**config.mk**
```make
export PLATFORM = sky130hd
export DESIGN_NAME = alu_writeback_stage
export DESIGN_NICKNAME = d
export VERILOG_FILES = /design/src/rtl/alu_writeback_stage.sv
export SDC_FILE = /design/constraint.sdc
export NUM_CORES = 1
export LEC_CHECK = 0
export CAP_MARGIN = 40
export CORE_UTILIZATION = 55
export CTS_CLUSTER_DIAMETER = 120
export DETAILED_ROUTE_END_ITERATION = 12
export PLACE_DENSITY = 0.87
export SLEW_MARGIN = 25
export SYNTH_ARGS = -nofsm -noshare
export SYNTH_HDL_FRONTEND = slang
export SYNTH_SLANG_ARGS = --single-unit
export TNS_END_PERCENT = 100
```
**constraint.sdc**
```tcl
create_clock -name clk -period 5.3 [get_ports clk]
set_input_delay 1.06 -clock clk [delete_from_list [all_inputs] [get_ports clk]]
set_output_delay 1.06 -clock clk [all_outputs]
set_load 0.1 [all_outputs]
```
**src/rtl/alu_writeback_stage.sv**
```systemverilog
// ALU writeback stage: registers ALU results into a 2-entry skid buffer and resolves branches at capture.
// Optional BRANCH_STATS_EN adds stat_branches/stat_taken counters.
module alu_writeback_stage #(
    parameter int DATA_W     = 32,
    parameter int REG_ADDR_W = 5
) (
    input  logic                  clk,
    input  logic                  rst,
    input  logic                  in_valid,
    output logic                  in_ready,
    input  logic [DATA_W-1:0]     alu_result,
    input  logic                  alu_zero,
    input  logic                  alu_less,
    input  logic                  alu_greater,
    input  logic [2:0]            branch_type,
    input  logic [DATA_W-1:0]     pc_in,
    input  logic [DATA_W-1:0]     imm_offset,
    input  logic [REG_ADDR_W-1:0] rd_in,
    input  logic                  reg_write_in,
    output logic                  out_valid,
    input  logic                  out_ready,
    output logic [DATA_W-1:0]     result_out,
    output logic [REG_ADDR_W-1:0] rd_out,
    output logic                  reg_write_out,
    output logic                  flush,
    output logic [DATA_W-1:0]     branch_target
`ifdef BRANCH_STATS_EN
    ,
    output logic [31:0]           stat_branches,
    output logic [31:0]           stat_taken
`endif
);

    typedef enum logic [1:0] {EMPTY, ONE, TWO} state_t;

    typedef struct packed {
        logic [DATA_W-1:0]     result;
        logic [DATA_W-1:0]     target;
        logic [REG_ADDR_W-1:0] rd;
        logic                  regWrite;
        logic                  taken;
        logic                  isBranch;
    } entry_t;

    state_t state_q, state_d;
    entry_t head_q, head_d;
    entry_t skid_q, skid_d;
    entry_t inEntry;
    logic   acc;
    logic   pop;
    logic   takenIn;

    // Branch resolution happens once, at capture; stored entries never see later flag changes.
    always_comb begin
        takenIn = 1'b0;
        case (branch_type)
            3'b001:  takenIn = alu_zero;
            3'b010:  takenIn = !alu_zero;
            3'b011:  takenIn = alu_less;
            3'b100:  takenIn = alu_greater;
            3'b101:  takenIn = alu_greater | (!alu_less & !alu_greater);
            3'b110:  takenIn = 1'b1;
            default: takenIn = 1'b0;
        endcase
    end

    always_comb begin
        inEntry          = '0;
        inEntry.result   = alu_result;
        inEntry.target   = pc_in + imm_offset;
        inEntry.rd       = rd_in;
        inEntry.regWrite = reg_write_in;
        inEntry.taken    = takenIn;
        inEntry.isBranch = (branch_type != 3'b000) && (branch_type != 3'b111);
    end

    assign in_ready      = (state_q != TWO);
    assign out_valid     = (state_q != EMPTY);
    assign acc           = in_valid & in_ready;
    assign pop           = out_valid & out_ready;
    assign flush         = pop & head_q.taken & !rst;
    assign result_out    = head_q.result;
    assign rd_out        = head_q.rd;
    assign reg_write_out = out_valid & head_q.regWrite;
    assign branch_target = head_q.target;

    // A taken branch leaving the head squashes everything behind it (skid and same-cycle input).
    always_comb begin
        state_d = state_q;
        head_d  = head_q;
        skid_d  = skid_q;
        case (state_q)
            EMPTY: begin
                if (acc) begin
                    state_d = ONE;
                    head_d  = inEntry;
                end
            end
            ONE: begin
                if (pop && head_q.taken) begin
                    state_d = EMPTY;
                end else if (acc && pop) begin
                    head_d = inEntry;
                end else if (acc) begin
                    state_d = TWO;
                    skid_d  = inEntry;
                end else if (pop) begin
                    state_d = EMPTY;
                end
            end
            TWO: begin
                if (pop && head_q.taken) begin
                    state_d = EMPTY;
                end else if (pop) begin
                    state_d = ONE;
                    head_d  = skid_q;
                end
            end
            default: state_d = EMPTY;
        endcase
    end

    always_ff @(posedge clk) begin
        if (rst) begin
            state_q <= EMPTY;
            head_q  <= '0;
            skid_q  <= '0;
        end else begin
            state_q <= state_d;
            head_q  <= head_d;
            skid_q  <= skid_d;
        end
    end

`ifdef BRANCH_STATS_EN
    logic [31:0] statBranches_q;
    logic [31:0] statTaken_q;

    always_ff @(posedge clk) begin
        if (rst) begin
            statBranches_q <= '0;
            statTaken_q    <= '0;
        end else begin
            if (pop && head_q.isBranch) statBranches_q <= statBranches_q + 32'd1;
            if (flush)                  statTaken_q    <= statTaken_q + 32'd1;
        end
    end

    assign stat_branches = statBranches_q;
    assign stat_taken    = statTaken_q;
`endif

endmodule

```
==> results.txt, run 1 <==
* Clock tree from TritonCTS: yes
- Along the worst path, the maximum fanout reaches 80.
- Of the total power, the share spent switching nets is 37.5%.
- H-tree depth: 4
- Async set or reset register ratio after synthesis: 0%
* Max-slew headroom at the worst pin: 44.9%
- Die Height: 123 µm
- Once layout is complete, the utilization of the core stands at 79.3%.
- Final setup skew: 11.5 ps
- Starting Density: 57.2%
- Number of placed instances with taps included: 1367
* Clock buffer depth: 2
- Cts bufs inserted: 17
- After floorplanning, the core was divided into 43 placement rows.
* Dominant register cell in the synthesized netlist: dfxtp_1
- Number of cells upsized or downsized after cts: 0
* Number of search-and-repair iterations in the first detailed-routing pass: 5
* Count of cell types in the netlist: 61
- Arrival time worst endpoint: 3790 ps
- Cell area after synthesis: 8030 µm²
* Number of global-route vias before repair: 7848
* Peak supply drop: 0.000245 V
* Part of the power in registers: 32.2%
* Setup total negative slack: 0 ps
- The worst setup path is launched from an input pin.
* CP Data Required Time: 5600 ps
- In this run, the number of DRC markers left after iteration 0 of detailed routing was 876.
- The synthesized design contains 0 enable-type register cells.
- After floorplanning, the core was sized to cover 14000 µm².
* Slew of the pin with the lowest slew margin: 827 ps
- GR Util met1: 38.7%
* Commonest non-fill, non-tap cell in the layout: nand2_1
- I/O Buffers: 184
- Net load switching power: 1.43 mW
* Placer congestion estimate: 0.851
* Count of mapped cells out of synthesis: 1068
- The internal power of the cells totals 2.38 mW.
- In this run the power density over the cells is 343 nW/µm².
* Clock transition at path regs: 60 ps
- In the final layout, the share of cells above drive strength 1 is 10.8%.
* Worst setup path class: in -> reg
- The hold violation count in the final report came to 0.
- Clock Latency Late Sink: 420 ps
* Die X-Extent: 123 µm
* Synthesized Nets: 1212
- Antenna violations before repair: 1
- Dividing the synthesized area by the synthesized cell count gives 7.52 µm².
- Post-CTS Hold Buffers: 0
- DRC: 0
- Comb power frac: 38.5%
- Antenna Violating Nets Remaining: 0
- Post-route minimum period: 3490 ps
- Wire length of the first global-routing pass: 37.8 mm
- Final number of max-transition violations: 0
* Number of post-CTS setup repair buffers: 0
- Global routing used 55.1% of the available met2 tracks.
* Largest net degree at the start of global routing: 81
- Proportion of power drawn by the clock network: 29.3%
- Leakage dissipation: 4.35 nW
* Residual overflow from global routing: 0
- In the routed layout, each cell is associated on average with a via count of 5.90.
- Sequential share of the synthesized area: 35.9%
* Highest-count cells in the layout ignoring fill and taps: nand2_1 (258), clkdlybuf4s50_1 (182), dfxtp_1 (144)
- CTS sink cnt: 144
* Detail-routed net length per standard cell: 16.9 µm
- Master cell of the clock root buffer: clkbuf_16
- For met3 alone, demand over resource in global routing was 5.34%.
- met2 is the most crowded layer.
* Nets: 1351
- Hold Crit Class: reg -> reg
- Total Wirelength: 23.7 mm
* Flop and latch count out of synthesis: 144
* Run status: completed
* Finish-stage setup viols: 0
- In the global route stage, overall resource usage came out at 32.0%.
- During synthesis, Yosys emitted a total of 0 warnings.
- Estimated wirelength of the detail-placed design: 16.4 mm
- From synthesis to final layout, the design area changed by 38.6%.
- Derived from the worst setup path, the maximum achievable clock frequency is 287 MHz.
- I/O pin count: 185
- For this run, the number of standard cells in the final layout without fillers is 1401.
- Setup repair after global routing missed its margin: no
- The floorplan step defined a die boundary enclosing 15100 µm².
- For this block, the via count after detailed routing is 8262.
- Tcrit/Tclk final: 65.8%
- The tool flagged a number of max-cap violations equal to 0.
* Worst Setup End Kind: register
==> Yosys cell counts (3+ instances only) <==
master / n / area, µm²
a211oi_1: 15 / 113
a21o_1: 17 / 128
a21oi_1: 110 / 551
a311oi_1: 54 / 473
a31oi_1: 8 / 50.1
and2_1: 4 / 25.0
and3_1: 5 / 31.3
and4_1: 3 / 26.3
buf_1: 4 / 15.0
buf_2: 9 / 45.0
buf_4: 69 / 518
clkbuf_1: 62 / 233
dfxtp_1: 144 / 2880
ha_1: 31 / 388
inv_1: 12 / 45.0
nand2_1: 258 / 968
nand2b_1: 3 / 18.8
nand3_1: 19 / 95.1
nand4_1: 6 / 37.5
nor2_1: 95 / 357
nor2b_1: 9 / 56.3
nor3_1: 12 / 60.1
o2111ai_1: 3 / 26.3
o211ai_1: 6 / 45.0
o21a_1: 4 / 30.0
o21ai_0: 25 / 125
o21ai_1: 8 / 40.0
o22ai_1: 5 / 31.3
or3_1: 4 / 25.0
or4_1: 3 / 22.5
xnor2_1: 20 / 175
xor2_1: 5 / 43.8
==> worst max-delay path: stages <==
cell	delay, ps
clkdlybuf4s50_1	540
nor2b_1	420
a21oi_1	130
nor2_1	290
a21o_4	470
buf_12	380
nor2_1	140
a311oi_1	330
==> power by group through the flow <==
stage               sequential (mW)  combinational (mW)  clock [mW]
CTS                            1.23                1.46        1.12
global route                   1.24                1.54        1.17
detailed placement             1.25                1.45           0
global placement               1.24                1.19           0
finish                         1.23                1.47        1.12
floorplan                      1.23               0.990           0
==> stage by stage <==
step / worst slack, ps / total power, mW / instance area [µm²] / hold slack, ps
3_5_place_dp: 1500 / 2.70 / 10500 / 447
2_1_floorplan: 1870 / 2.22 / 8030 / 432
3_3_place_gp: 1620 / 2.43 / 9360 / 442
4_1_cts: 1860 / 3.81 / 11100 / 455
6_report: 1810 / 3.81 / 11100 / 454
5_1_grt: 1660 / 3.95 / 11100 / 469
==> per-layer routing <==
metal / vias to the layer above / share of wire (%)
li1: 3935 / -
met1: 3818 / 40
met2: 443 / 50
met3: 66 / 7.0
met4: 0 / 2.8
met5: - / 0
==> cells by family (layout without fill, tap and decap cells) <==
kind of cell,Yosys count,in the layout,share of synthesized area [%]
muxes,2,2,0.265
adders and majority gates,32,32,5.08
other,0,1,0
buffers and inverters,156,308,10.7
and+or+nand+nor,433,433,22.7
AOI/OAI and AO/OA,276,276,22.7
xor gates and xnor gates,25,25,2.73
DFF,144,144,35.9
==> state kept, by name, summed over array words and instances, names as in the netlist <==
register and flops:
skid_q 71, state_q 2, result_out 32, head_q 2, rd_out 5, branch_target 32
==> final cells by class <==
type	instances	area, µm²
inverter	12	45.0
timing repair buffer	264	3100
sequential	144	2880
multi-input combinational	768	4320
antenna	1	2.50
clock inverter	12	113
fill	871	2910
clock buffer	20	447
tap	180	225
==> path summary, 6_finish.rpt <==
path / from / end / slack [ps] / cells after the start
setup / recovery: out_ready / result_out[8] / 1810 / 8
hold / removal: skid_q[32] / skid_q[32] / 450 / 2
setup reg to reg: head_q[1] / result_out[8] / 2690 / 7
hold reg to reg: skid_q[32] / skid_q[32] / 450 / 2
Power figures use the tool's default switching activity.
==> run 2, diff against run 1 <==
--- a/config.mk
+++ b/config.mk
@@ -6,10 +6,10 @@
 export NUM_CORES = 1
 export LEC_CHECK = 0
 export CAP_MARGIN = 40
-export CORE_UTILIZATION = 55
+export CORE_UTILIZATION = 51
 export CTS_CLUSTER_DIAMETER = 120
 export DETAILED_ROUTE_END_ITERATION = 12
-export PLACE_DENSITY = 0.87
+export PLACE_DENSITY = 0.81
 export SLEW_MARGIN = 25
 export SYNTH_ARGS = -nofsm -noshare
 export SYNTH_HDL_FRONTEND = slang
==> constraint.sdc (replaced) <==
create_clock -name clk -period 3.3 [get_ports clk]
set_input_delay 0.66 -clock clk [delete_from_list [all_inputs] [get_ports clk]]
set_output_delay 0.66 -clock clk [all_outputs]
set_load 0.1 [all_outputs]
==> results.txt, run 2 (synthesis results as in run 1) <==
* Worst Setup End Kind: register (unchanged)
- Power density cells: 578 nW/µm² (was 343 nW/µm²)
* Setup repair after global routing missed its margin: no (unchanged)
* Type of element launching the critical path: input pin (unchanged)
* Vias per Instance: 5.46 (was 5.90)
* Final number of max-transition violations: 0 (unchanged)
- The number of post-CTS setup repair buffers was 0 (unchanged).
* Leakage dissipation: 3.97 nW (was 4.35 nW)
* Cell Count, Final, Fillers Out: 1372 (was 1401)
- The number of instances in the placed design was 1339 (was 1367).
- Max FFs per register: 71 (unchanged)
- The number of max-cap violations came to 0 (unchanged).
- Cts bufs inserted: 17 (unchanged)
- Total via count in the routed design: 7488 (was 8262)
- The critical path arrival is 3210 ps (was 3790 ps).
- Area occupied by registers: 2880 µm² (unchanged)
- Max-slew headroom at the worst pin: 46.5% (was 44.9%)
* Wire length of the first global-routing pass: 32.1 mm (was 37.8 mm)
- Antenna Violating Nets Remaining: 0 (unchanged)
* Highest-count cells in the layout ignoring fill and taps: nand2_1 (258), dfxtp_1 (144), clkdlybuf4s50_1 (110) (was nand2_1 (258), clkdlybuf4s50_1 (182), dfxtp_1 (144))
- Antenna violations before repair: 0 (was 1)
- The number of fillers in the final layout is 1314 (was 871).
* Number of cells upsized or downsized after cts: 0 (unchanged)
- The die height came to 127 µm (was 123 µm).
- Worst R2R Path Depth: 7 (unchanged)
- The starting utilization of the core area came to 52.6% (was 57.2%).
- Number of diodes: 0 (was 1)
- The signed area change from the synthesized netlist to the final layout is 24.0% (was 38.6%).
* Clock transition at path regs: 70 ps (was 60 ps)
- CTS sink cnt: 144 (unchanged)
- Critical path destination: branch_target[24] (was result_out[8])
- Subtracting the final worst setup slack from the clock period gives 2880 ps.
* Clock tree from TritonCTS: yes (unchanged)
- Setup total negative slack: 0 ps (unchanged)
- The type of the tightest min-delay check is reg -> reg (unchanged).
* Final setup skew: 10.4 ps (was 11.5 ps)
- I/O Buffers: 184 (unchanged)
* Starting DRC count in detailed routing: 655 (was 876)
- The depth of the CTS H-tree was 4 (unchanged).
- The end-of-flow core utilization came to 65.3% (was 79.3%).
* Standard cell core area: 15300 µm² (was 14000 µm²)
* I/O pin count: 185 (unchanged)
* End of the worst register-to-register path: result_out[28] (was result_out[8])
* Post-CTS Hold Buffers: 0 (unchanged)
- Register bank with the most flops: skid_q (unchanged)
- The largest fanout on the critical path was 3 (was 80).
- Derived from the worst setup path, the maximum achievable clock frequency is 347 MHz.
* Clock Latency Late Sink: 420 ps (about the same)
* Residual overflow from global routing: 0 (unchanged)
- The full die area is 16200 µm² (was 15100 µm²).
- The detailed-router iteration count before antenna repair came to 5 (unchanged).
* Origin of the worst setup path: pc_in[0] (was out_ready)
- The average wire per standard cell came to 14.4 µm (was 16.9 µm).
- Final number of hold-violating endpoints: 0 (unchanged)
- Placer congestion estimate: 0.863 (was 0.851)
- The transition time at the pin with the least slew margin is 802 ps (was 827 ps).
- Total Wirelength: 19.8 mm (was 23.7 mm)
- Run status: completed (unchanged)
- The largest net degree at the start of global routing was 87 (was 81).
* DRC: 0 (unchanged)
- The final net count is 1292 (was 1351).
* Master cell of the clock root buffer: clkbuf_16 (unchanged)
* Estimated wirelength of the detail-placed design: 13.4 mm (was 16.4 mm)
* R2R Path Start: head_q[1] (unchanged)
- Minimum setup slack among reg-to-reg paths: 1210 ps (was 2690 ps)
- Overall track demand over capacity in global routing: 24.3% (was 32.0%)
* Share of layout cells above drive strength 1: 12.7% (was 10.8%)
* Commonest non-fill, non-tap cell in the layout: nand2_1 (unchanged)
* CP Data Required Time: 3630 ps (was 5600 ps)
- The count of standard-cell rows was 45 (was 43).
- Tcrit/Tclk final: 87.3%
- The area occupied by multi-input gates was 4310 µm² (was 4320 µm²).
- The via count of the first global-routing pass came to 6545 (was 7848).
- Die X-Extent: 127 µm (was 123 µm)
* Peak supply drop: 0.000326 V (was 0.000245 V)
- The count of final setup violators came to 0 (unchanged).
- The maximum clock insertion buffer count is 2 (unchanged).
- Worst setup path class: in -> reg (unchanged)
-- run 2: worst min-delay path by stage --
stage	start	to	slack [ps]	cells after the start
final	skid_q[20]	skid_q[20]	450	2
after global routing	skid_q[13]	skid_q[13]	470	2
after CTS	skid_q[29]	skid_q[29]	460	2
after detailed placement	skid_q[64]	skid_q[64]	450	2
after global placement	skid_q[56]	skid_q[56]	440	2
after floorplan	branch_target[2]	branch_target[2]	430	2
-- run 2: cell type report --
type,instances,share of cell area [%]
tap,211,2.65
timing repair buffer,205,18.9
clock inverter,15,1.47
sequential,144,29.0
multi-input combinational,768,43.3
clock buffer,17,4.27
inverter,12,0.452
-- run 2: power breakdown --
group	total, mW	switching, mW	leakage, nW	internal, mW
Sequential	1.96	0.0841	1.18	1.88
Clock	1.86	0.805	0.270	1.06
Combinational	1.93	1.36	2.52	0.565
Total	5.75	2.25	3.97	3.50
-- run 2: worst max-delay path, stage by stage --
cell and delay, ps:
clkdlybuf4s50_1 400, ha_1 220, fa_1 420, a21oi_1 280, o21ai_1 150, nand3_1 110, a31oi_1 160, a22oi_1 280
xnor2_1 180, nand2_1 70, a311oi_1 270
-- run 2: metrics by stage --
stage / instance area (µm²) / power [mW] / hold slack (ps) / setup slack (ps)
floorplan: 8030 / 3.56 / 432 / 644
global placement: 9360 / 3.90 / 442 / 64.8
global route: 9960 / 5.98 / 469 / 231
detailed placement: 9360 / 3.92 / 447 / -0.276
finish: 9960 / 5.75 / 454 / 419
CTS: 9930 / 5.77 / 455 / 438
-- run 2: layer usage --
| layer | share of wire, % | vias up | global-route usage, % |
|---|---|---|---|
| li1 | - | 3810 | - |
| met1 | 47 | 3451 | 33.3 |
| met3 | 5.4 | 17 | 4.15 |
| met5 | 0 | - | 0 |
| met4 | 1.1 | 0 | 7.14 |
| met2 | 47 | 210 | 39.2 |
